===== src/rtl/mmem_port_pkg.sv =====
// Shared definitions for the M scratchpad memory port: geometry and FSM states.
package mmem_port_pkg;

   localparam int MMEM_AW = 5;
   localparam int MMEM_DW = 32;

   typedef enum logic {
      INIT = 1'b0,
      RUN  = 1'b1
   } mmem_state_e;

endpackage


===== src/rtl/mmem_port_ram.sv =====
// M scratchpad storage: 2^AW x DW array, one synchronous write port and one
// asynchronous read port. The array itself carries no reset; the port above
// zero-fills it after reset.
module mmem_ram #(
   parameter int AW = 5,
   parameter int DW = 32
) (
   input  logic          clk,
   input  logic          we,
   input  logic [AW-1:0] waddr,
   input  logic [DW-1:0] wdata,
   input  logic [AW-1:0] raddr,
   output logic [DW-1:0] rdata
);

   logic [DW-1:0] mem [2**AW];

   // Synchronous write, one word per clock.
   always_ff @(posedge clk) begin
      if (we) begin
         mem[waddr] <= wdata;
      end
   end

   assign rdata = mem[raddr];

endmodule


===== src/rtl/mmem_port.sv =====
// M scratchpad memory port. After reset it sweeps zeros through the array,
// then serves reads (registered, 1-clock latency) and writes staged through a
// one-entry pending register that commits on the following edge. Reads of
// the pending address are served from the pending register.
module mmem_port
   import mmem_port_pkg::*;
#(
   parameter int AW = MMEM_AW,
   parameter int DW = MMEM_DW
) (
   input  logic          clk,
   input  logic          reset_n,
   input  logic [AW-1:0] madr,
   input  logic          mrp,
   input  logic          mwp,
   input  logic [DW-1:0] l,
   output logic [DW-1:0] mmem,
   output logic          init_busy
);

   mmem_state_e   state;
   logic [AW:0]   sweep_cnt;
   logic [AW:0]   sweep_nxt;
   logic          pend_valid;
   logic [AW-1:0] pend_addr;
   logic [DW-1:0] pend_data;

   logic          ram_we;
   logic [AW-1:0] ram_waddr;
   logic [DW-1:0] ram_wdata;
   logic [DW-1:0] ram_rdata;
   logic          bypass_hit;

   assign sweep_nxt  = sweep_cnt + (AW+1)'(1);
   assign bypass_hit = pend_valid && (pend_addr == madr);

   // Write port mux: zero sweep during INIT, pending commit during RUN.
   always_comb begin
      ram_we    = 1'b0;
      ram_waddr = pend_addr;
      ram_wdata = pend_data;
      if (state == INIT) begin
         ram_we    = 1'b1;
         ram_waddr = sweep_cnt[AW-1:0];
         ram_wdata = '0;
      end else begin
         ram_we    = pend_valid;
      end
   end

   mmem_ram #(
      .AW (AW),
      .DW (DW)
   ) u_ram (
      .clk   (clk),
      .we    (ram_we),
      .waddr (ram_waddr),
      .wdata (ram_wdata),
      .raddr (madr),
      .rdata (ram_rdata)
   );

   // Control FSM: sweep counter, pending valid flag and the registered outputs.
   always_ff @(posedge clk or negedge reset_n) begin
      if (!reset_n) begin
         state      <= INIT;
         sweep_cnt  <= '0;
         pend_valid <= 1'b0;
         mmem       <= '0;
         init_busy  <= 1'b1;
      end else begin
         case (state)
            INIT: begin
               sweep_cnt <= sweep_nxt;
               // Counter MSB marks the end of the sweep; no wrap into the array.
               if (sweep_nxt[AW]) begin
                  state     <= RUN;
                  init_busy <= 1'b0;
               end
            end
            RUN: begin
               // A new capture keeps the flag set while the old entry commits.
               pend_valid <= mwp;
               if (mrp) begin
                  mmem <= bypass_hit ? pend_data : ram_rdata;
               end
            end
            default: begin
               state <= INIT;
            end
         endcase
      end
   end

   // Pending entry payload; qualified by pend_valid so it needs no reset.
   always_ff @(posedge clk) begin
      if (state == RUN && mwp) begin
         pend_addr <= madr;
         pend_data <= l;
      end
   end

endmodule


===== config.mk =====
export PLATFORM = sky130hd
export DESIGN_NAME = mmem_port
export DESIGN_NICKNAME = d
export VERILOG_FILES = /design/src/rtl/mmem_port_pkg.sv /design/src/rtl/mmem_port_ram.sv /design/src/rtl/mmem_port.sv
export SDC_FILE = /design/constraint.sdc
export NUM_CORES = 1
export LEC_CHECK = 0
export ABC_AREA = 1
export CAP_MARGIN = 0
export CORE_MARGIN = 1.5
export CORE_UTILIZATION = 28
export CTS_BUF_LIST = sky130_fd_sc_hd__clkbuf_4
export DETAILED_ROUTE_END_ITERATION = 7
export PLACE_DENSITY = 0.45
export RECOVER_POWER = 100
export SKIP_LAST_GASP = 1
export SLEW_MARGIN = 15
export SYNTH_ARGS = -nofsm -noshare
export SYNTH_HDL_FRONTEND = slang
export SYNTH_SLANG_ARGS = --single-unit

===== constraint.sdc =====
create_clock -name clk -period 8.7 [get_ports clk]
set_clock_uncertainty 0.2 [all_clocks]
set_input_delay 0.87 -clock clk [delete_from_list [all_inputs] [get_ports clk]]
set_output_delay 0.87 -clock clk [all_outputs]
set_load 0.02 [all_outputs]

==> Word level (Yosys, flattened, before mapping) <==
Memories as Yosys holds them, arrays and structs flattened. A register that Yosys moved wholly into a read port is not among the register bits.
Cells that the tools add are included.
{ "totals": {"regBits": 46, "ramBits": 1024, "memories": 1, "romBits": 0, "wordCells": 20, "latch_bits": 0} }
{ "mem_list": {"columns": ["memory", "depth", "word_bits", "rd", "rd_ports_with_merged_regs", "write_ports", "line_no", "text"], "rows": [
  ["u_ram.mem", 32, 32, 1, 1, 1, "mmem_port_ram.sv:16", "logic [DW-1:0] mem [2**AW];"]
]} }
{ "classes": {"eq_ne": 0, "n_bitwise": 1, "n_mul": 0, "add_sub_neg": 1, "muxes": 7, "n_lt_le_gt_ge": 0, "reduce_logical": 4, "n_shift": 0, "div": 0} }
{ "ops": {"columns": ["cell", "n"], "rows": [
  ["$mux W32", 1],
  ["$add A6 B1 Y6 const B", 1],
  ["$mux W1", 5],
  ["$mux W5", 1],
  ["$reduce_and A2 Y1", 2],
  ["$logic_and A1 B1 Y1", 1],
  ["$logic_not A1 Y1", 1],
  ["$not A1 Y1", 1]
]} }

==> Logic depth before layout (Yosys ltp) <==
Gate-level depths: netlist of the first run.
{ "depth": {"depth_word": 3, "ltp_mapped": 13, "ltp_nobuf": 11} }

==> By module <==
A second synthesis of the first run with hierarchy kept.
{ "hier_totals": {"cells_unflattened": 3965, "area_unflattened_um2": 45616.2} }
{ "modules_own_cells": {"columns": ["module", "instances", "area_per_inst_um2", "cells_per_inst"], "rows": [
  ["mmem_ram", 1, 41765.1, 3504],
  ["mmem_port", 1, 3851.2, 461]
]} }

==> Least setup slack after synthesis of the first run <==
No wires, ideal clock.
{ "synth_path": {"kind": "flip-flop to flip-flop", "startpoint": "register state", "endpoint": "memory u_ram.mem[24][0] (enable)", "n_path_buf": 1, "setup_time_ns": 0.421, "stages_incl_launch_ff": 8, "arrival_time_ns": 2.412, "slack_ns": 5.667, "path_cell_list": "dfrtp_1 inv_2 nand2_1 and2_1 buf_4 inv_1 nand3_1 nor2_1"} }
{ "synth_between": {"elab_chain_cells": 3} }
{ "synth_lines": {"columns": ["element", "line_no", "text"], "rows": [
  ["start: declaration", "mmem_port.sv:21", "mmem_state_e state;"],
  ["start signal: assignment", "mmem_port.sv:66", "state <= INIT;"],
  ["start signal: assignment", "mmem_port.sv:77", "state <= RUN;"],
  ["start signal: assignment", "mmem_port.sv:89", "state <= INIT;"],
  ["$mux W1", "mmem_port.sv:42", "if (state == INIT) begin"],
  ["$mux W1", "mmem_port_ram.sv:20", "if (we) begin"],
  ["$mux W1 (not written as such)", "mmem_port_ram.sv:21", "mem[waddr] <= wdata;"],
  ["end: declaration", "mmem_port_ram.sv:16", null]
]} }
Several ways; a longest one is shown, not always the timed one.

==> out/metrics.csv, run 1 <==
metric,value,unit
status,"complete, but fails checks",
violations,"max-capacitance violations, max-slew violations",
fmax,0.155,GHz
path_clk_slew,60,ps
syn2layout_area_growth,15.6,%
grt_max_degree,160,
crit_chain,dlygate4sd3_1 > clkbuf_1 > inv_6 > nand2_1 > nand2_1 > nor2_1 > nand3_4 > buf_12 > nor2_1 > nor2_1 > a21oi_1,
tritoncts,done,
p_int,8.62,mW
clockBufferDepth,4,
synth_top_area_frac,0.701,
synth_seq_cells,1102,
power_density,216,mW/mm2
syn_nets,4129,
p_leak,20.3,nW
synth_area_leaders,"edfxtp_1 (70%), nand2_1 (12%), nand3_1 (7.5%)",
hold_depth,3,
r2r_slack,2250,ps
ant_nets,0,
slew_violations,833,
via_count,31038,
yosysWarnings,0,
stdcell_count,6710,
numCtsBuffers,318,
fin_hold_ws,213,ps
critPathMostFrequentCell,nor2_1,
end_kind,flop,
p_seq_frac,0.522,
track_usage,0.175,
cp_slowest_cell,clkbuf_1,
vias_per_cell,4.63,
hold_violations,0,
p_sw_frac,0.242,
worstHoldStart,mwp,
critical-path-max-stage-delay,3060,ps
fin_nets,4379,
fin_util,0.326,
seq_area_frac_synth,0.723,
first_pass_iters,5,
synth_area,0.0455,mm2
ios,74,
dpl.cell_count,6143,
syn_inst,4087,
p_comb_frac,0.067,
core_area,0.161,mm2
final_common_cell,nand2_1,
overflow,0,
die_width,406,um
drv_cap,36,
worst-endpoint-required,9580,ps
cts-htree-levels,5,
arrival,7340,ps
cp-endpoint,mmem[21],
clkPwrFrac,0.411,
routedWlPerCell,21.6,um
clock_sinks,1102,
irDropWorstVdd,0.0899,mV
seq_area,0.0329,mm2
r2r_start,state,
grt_pass1_vias,30165,
fin_crit,6450,ps
multi_input_area,0.0105,mm2
postSynth.asyncResetShare,0.0372,
synth_area_per_cell,11.1,um2
row_count,147,
layout_common_cells,"nand2_1 (1503), edfxtp_1 (1061), nand3_1 (684)",
netlist.top_cell.by_area,edfxtp_1,
path_class,input port to flop,
cts.repair.resized,0,
clk_latency,1200,ps
p_sw,2.75,mW
rsz0062_at_grt,false,
setup_tns,0,ps
setup_viol,0,
die_h,406,um
initial_core_util,0.282,
synth_edf_count,1061,
tightest_slew,4390,ps
power,11.4,mW
fillers,16410,
design.die.area,0.165,mm2
hold_class,input port to flop,
slew_headroom,-1.93,
startpoint,madr[2],
antenna_found_initial,5,
reg2reg_to,u_ram.mem[23][7],
reg2regPathDepth,7,
portBuffers,73,
grt_first_pass_wirelength,210000,um
place_congestion,0.748,
synthFlopType,edfxtp_1,
dp_hpwl,70400,um
crit_fanout,56,
drc,0,
synth_cell_types,25,
drt_wl_total,145000,um
start_kind,input port,
post-route-period-util,0.742,
drive_gt1_frac,0.124,
drt_iter0_markers,2904,
root_buffer,clkbuf_4,
cell families after synthesis:
| logic type | share of synthesized area |
|---|---|
| AO/OA/AOI/OAI | 0.0146 |
| XOR/XNOR | 0.000964 |
| adder cells (fa/ha/maj) | 0.000275 |
| buffers and inverters | 0.0453 |
| flip-flops | 0.723 |
| AND/OR/NAND/NOR | 0.215 |
registers in the layout, summed over array words and instances, names as in the netlist:
signal and flops:
mmem 32, u_ram.mem 1024, pend_data 32, state 1, init_busy 1, pend_addr 5, pend_valid 1, sweep_cnt 6
per-stage QoR:
step	area [um2]	setup WS (ps)
finish	52500	2250
global route	52500	2120
CTS	52800	4260
detailed placement	48600	3760
global placement	48600	3750
floorplan	45500	5670
worst max-delay path: cells and delay by family:
kind	cells	cell delay, ps
buffers and inverters	4	4780
AO/OA/AOI/OAI	1	180
AND/OR/NAND/NOR	6	1410
layer usage:
layer | vias to the layer above | global-route usage | share of wire
met5 | - | 0 | 0
met4 | 0 | 0.0534 | 0.014
met3 | 188 | 0.0305 | 0.058
met2 | 921 | 0.273 | 0.46
met1 | 15378 | 0.246 | 0.47
li1 | 14551 | - | -
synthesized netlist by cell type, types with 3 or more instances:
cell	number
inv_1	270
nand2_1	1504
dfrtp_1	40
buf_1	38
buf_6	3
inv_2	4
o21ai_0	32
nor2_2	12
buf_2	85
nor2_1	163
clkbuf_1	104
a21oi_1	13
o211ai_1	56
nand3_1	684
edfxtp_1	1061
xor2_1	3
buf_4	5
layout make-up:
| cell class | instances | share of cell area |
|---|---|---|
| flip-flops and latches | 1102 | 0.626 |
| inverters | 274 | 0.0200 |
| multi-input cells | 2476 | 0.201 |
| clock inverters | 48 | 0.00414 |
| diodes | 3 | 0.000143 |
| repair buffers | 165 | 0.0286 |
| well taps | 2160 | 0.0514 |
| clock buffers | 482 | 0.0689 |
what timing repair did:
item,in CTS,in global routing
hold buffers,33,0
hold endpoints to repair,76,0
buffers inserted,0,0
power groups by stage:
stage / clock network [mW] / logic [mW] / registers (mW)
final: 4.68 / 0.759 / 5.93
after CTS: 4.82 / 0.781 / 5.93
after global placement: 0 / 0.766 / 6.04
after floorplan: 0 / 0.424 / 6.04
after global routing: 5.10 / 0.837 / 5.93
after detailed placement: 0 / 0.766 / 6.04
worst min-delay path by stage:
stage / slack [ps] / to
after floorplan: 270 / sweep_cnt[4]
after global placement: 240 / init_busy
after detailed placement: 240 / init_busy
after CTS: 10 / mmem[30]
after global routing: 100 / pend_valid
final: 210 / pend_valid
No activity file was read; power rests on OpenSTA's default activity.
==> run 2, diff against run 1 <==
Settings changed: PLACE_DENSITY 0.45 to 0.46.
Clock period 8.7 ns to 5.8 ns, I/O delays scaled along.
==> run 2 against run 1 <==
Net effect: the run still ends with max-capacitance violations, max-slew violations left; final area increased by 1.3%; critical path depth shrank 4; combinational power rose by 54%; setup slack got worse by 1300 ps; flip-flop and latch count did not move; clock power is 55% higher; sequential power up 50%; critical endpoint is now u_ram.mem[30][31]; highest routed layer unchanged.
==> out/metrics.csv, run 2 (same netlist as run 1, synthesis figures left out) <==
metric,value,unit,change
cpLargestDelayFamily,simple AND/OR/NAND/NOR gates,,was buffers and inverters
path_clk_slew,60,ps,about the same
layout_common_cells,"nand2_1 (1503), edfxtp_1 (1061), nand3_1 (684)",,unchanged
status,"complete, but fails checks",,unchanged
numCtsBuffers,323,,was 318
tritoncts,done,,unchanged
violations,"max-capacitance violations, max-slew violations",,unchanged
path_class,flop to flop,,was input port to flop
die_h,406,um,unchanged
row_count,147,,unchanged
top_register,u_ram.mem,,unchanged
power_density,326,mW/mm2,was 216 mW/mm2
cp_slowest_cell,dfrtp_1,,was clkbuf_1
stdcell_count,6755,,was 6710
cp_num_cells,7,,was 11
root_buffer,clkbuf_4,,unchanged
arrival,5490,ps,was 7340 ps
fin_nets,4403,,was 4379
worstHoldEndpoint,init_busy,,was pend_valid
drc,0,,unchanged
core_area,0.161,mm2,unchanged
multi_input_area,0.0107,mm2,was 0.0105 mm2
design.die.area,0.165,mm2,unchanged
via_count,31279,,was 31038
dpl.cell_count,6152,,was 6143
vias_per_cell,4.63,,about the same
routedWlPerCell,22.0,um,was 21.6 um
cts.repair.resized,0,,unchanged
crit_fanout,24,,was 56
ios,74,,unchanged
grt_pass1_vias,30899,,was 30165
drt_wl_total,149000,um,was 145000 um
cts_setup_buffers,0,,unchanged
end_kind,flop,,unchanged
r2r_slack,920,ps,was 2250 ps
start_kind,flop,,was input port
rsz0062_at_grt,false,,unchanged
portBuffers,73,,unchanged
place_congestion,0.776,,was 0.748
r2r_start,state,,unchanged
cts-htree-levels,5,,unchanged
cts-hold-fix-buffers,44,,was 33
slew_headroom,-1.43,,was -1.93
ant_nets,0,,unchanged
reg2regPathDepth,7,,unchanged
fillers,16341,,was 16410
clk_latency,1280,ps,was 1200 ps
critPathBufInv,3,,was 4
overflow,0,,unchanged
drive_gt1_frac,0.132,,was 0.124
initial_core_util,0.282,,unchanged
track_usage,0.180,,was 0.175
largest_reg_flops,1024,,unchanged
worstHoldStart,init_busy,,was mwp
drt_iter0_markers,2989,,was 2904
critical-path-max-stage-delay,1120,ps,was 3060 ps
grt_first_pass_wirelength,215000,um,was 210000 um
slew_violations,219,,was 833
reg2reg_to,u_ram.mem[30][31],,was u_ram.mem[23][7]
p_leak,20.6,nW,was 20.3 nW
fin_hold_ws,259,ps,was 213 ps
antenna_found_initial,4,,was 5
post-route-period-util,0.841,,
first_pass_iters,5,,unchanged
worst-endpoint-required,6410,ps,was 9580 ps
grt_max_degree,194,,was 160
irDropWorstVdd,0.236,mV,was 0.0899 mV
largestRegisters,"u_ram.mem: 1024 flops, mmem: 32 flops, pend_data: 32 flops",,unchanged
hold_depth,2,,was 3
hold_violations,0,,unchanged
seq_area,0.0329,mm2,unchanged
dp_hpwl,76400,um,was 70400 um
fin_crit,4880,ps,
clock_sinks,1102,,unchanged
syn2layout_area_growth,17.0,%,was 15.6%
crit_chain,inv_1 > nand2_1 > nand2_1 > inv_1 > nand3_1 > nor2_4 > clkbuf_2,,was dlygate4sd3_1 > clkbuf_1 > inv_6 > nand2_1 > nand2_1 > nor2_1 > nand3_4 > buf_12 > nor2_1 > nor2_1 > a21oi_1
setup_viol,0,,unchanged
tightest_slew,3650,ps,was 4390 ps
fmax,0.205,GHz,
drv_cap,12,,was 36
clockBufferDepth,4,,unchanged
hold_class,flop to flop,,was input port to flop
die_width,406,um,unchanged
setup_tns,0,ps,unchanged
final_common_cell,nand2_1,,unchanged
## run 2: report_power, final
part / internal, mW / switching [mW] / total [mW]
Sequential: 8.83 / 0.0547 / 8.89
Combinational: 0.308 / 0.867 / 1.17
Clock: 3.96 / 3.31 / 7.27
Total: 13.1 / 4.23 / 17.3
## run 2: worst register-to-register path, cell delays in order, from the launching register on
cell and delay, ps:
dfrtp_1 1120, inv_1 380, nand2_1 200, nand2_1 120, inv_1 90, nand3_1 470
nor2_4 880, clkbuf_2 930
## run 2: cell type report
| cell class | count | area share |
|---|---|---|
| timing repair buffer | 184 | 0.0357 |
| sequential | 1102 | 0.618 |
| clock inverter | 55 | 0.00494 |
| multi-input combinational | 2476 | 0.200 |
| tap | 2160 | 0.0508 |
| clock buffer | 498 | 0.0703 |
| inverter | 274 | 0.0197 |
| antenna | 6 | 0.000282 |
## run 2: worst max path at each step
stage            start           endpoint
2_1_floorplan    state   u_ram.mem[24][0]
3_3_place_gp   madr[1]            mmem[2]
3_5_place_dp   madr[1]            mmem[2]
4_1_cts          state           mmem[31]
5_1_grt          state  u_ram.mem[15][14]
6_report         state  u_ram.mem[30][31]
## run 2: per-layer routing
layer  routed length (um)  vias up  global-route usage
met1                66800    15424               0.242
met4                 3680        0              0.0587
met2                69900      995               0.291
li1                     -    14619                   -
met5                    0        -                   0
met3                 8450      241              0.0352
## run 2: through the flow
stage,util,setup slack [ps],power (mW),instance area (um2)
floorplan,-,2770,9.70,45500
global placement,0.304,1930,10.2,48900
detailed placement,0.304,1970,10.2,48900
CTS,0.332,1810,17.6,53400
global route,0.331,778,18.1,53200
finish,0.331,922,17.3,53200
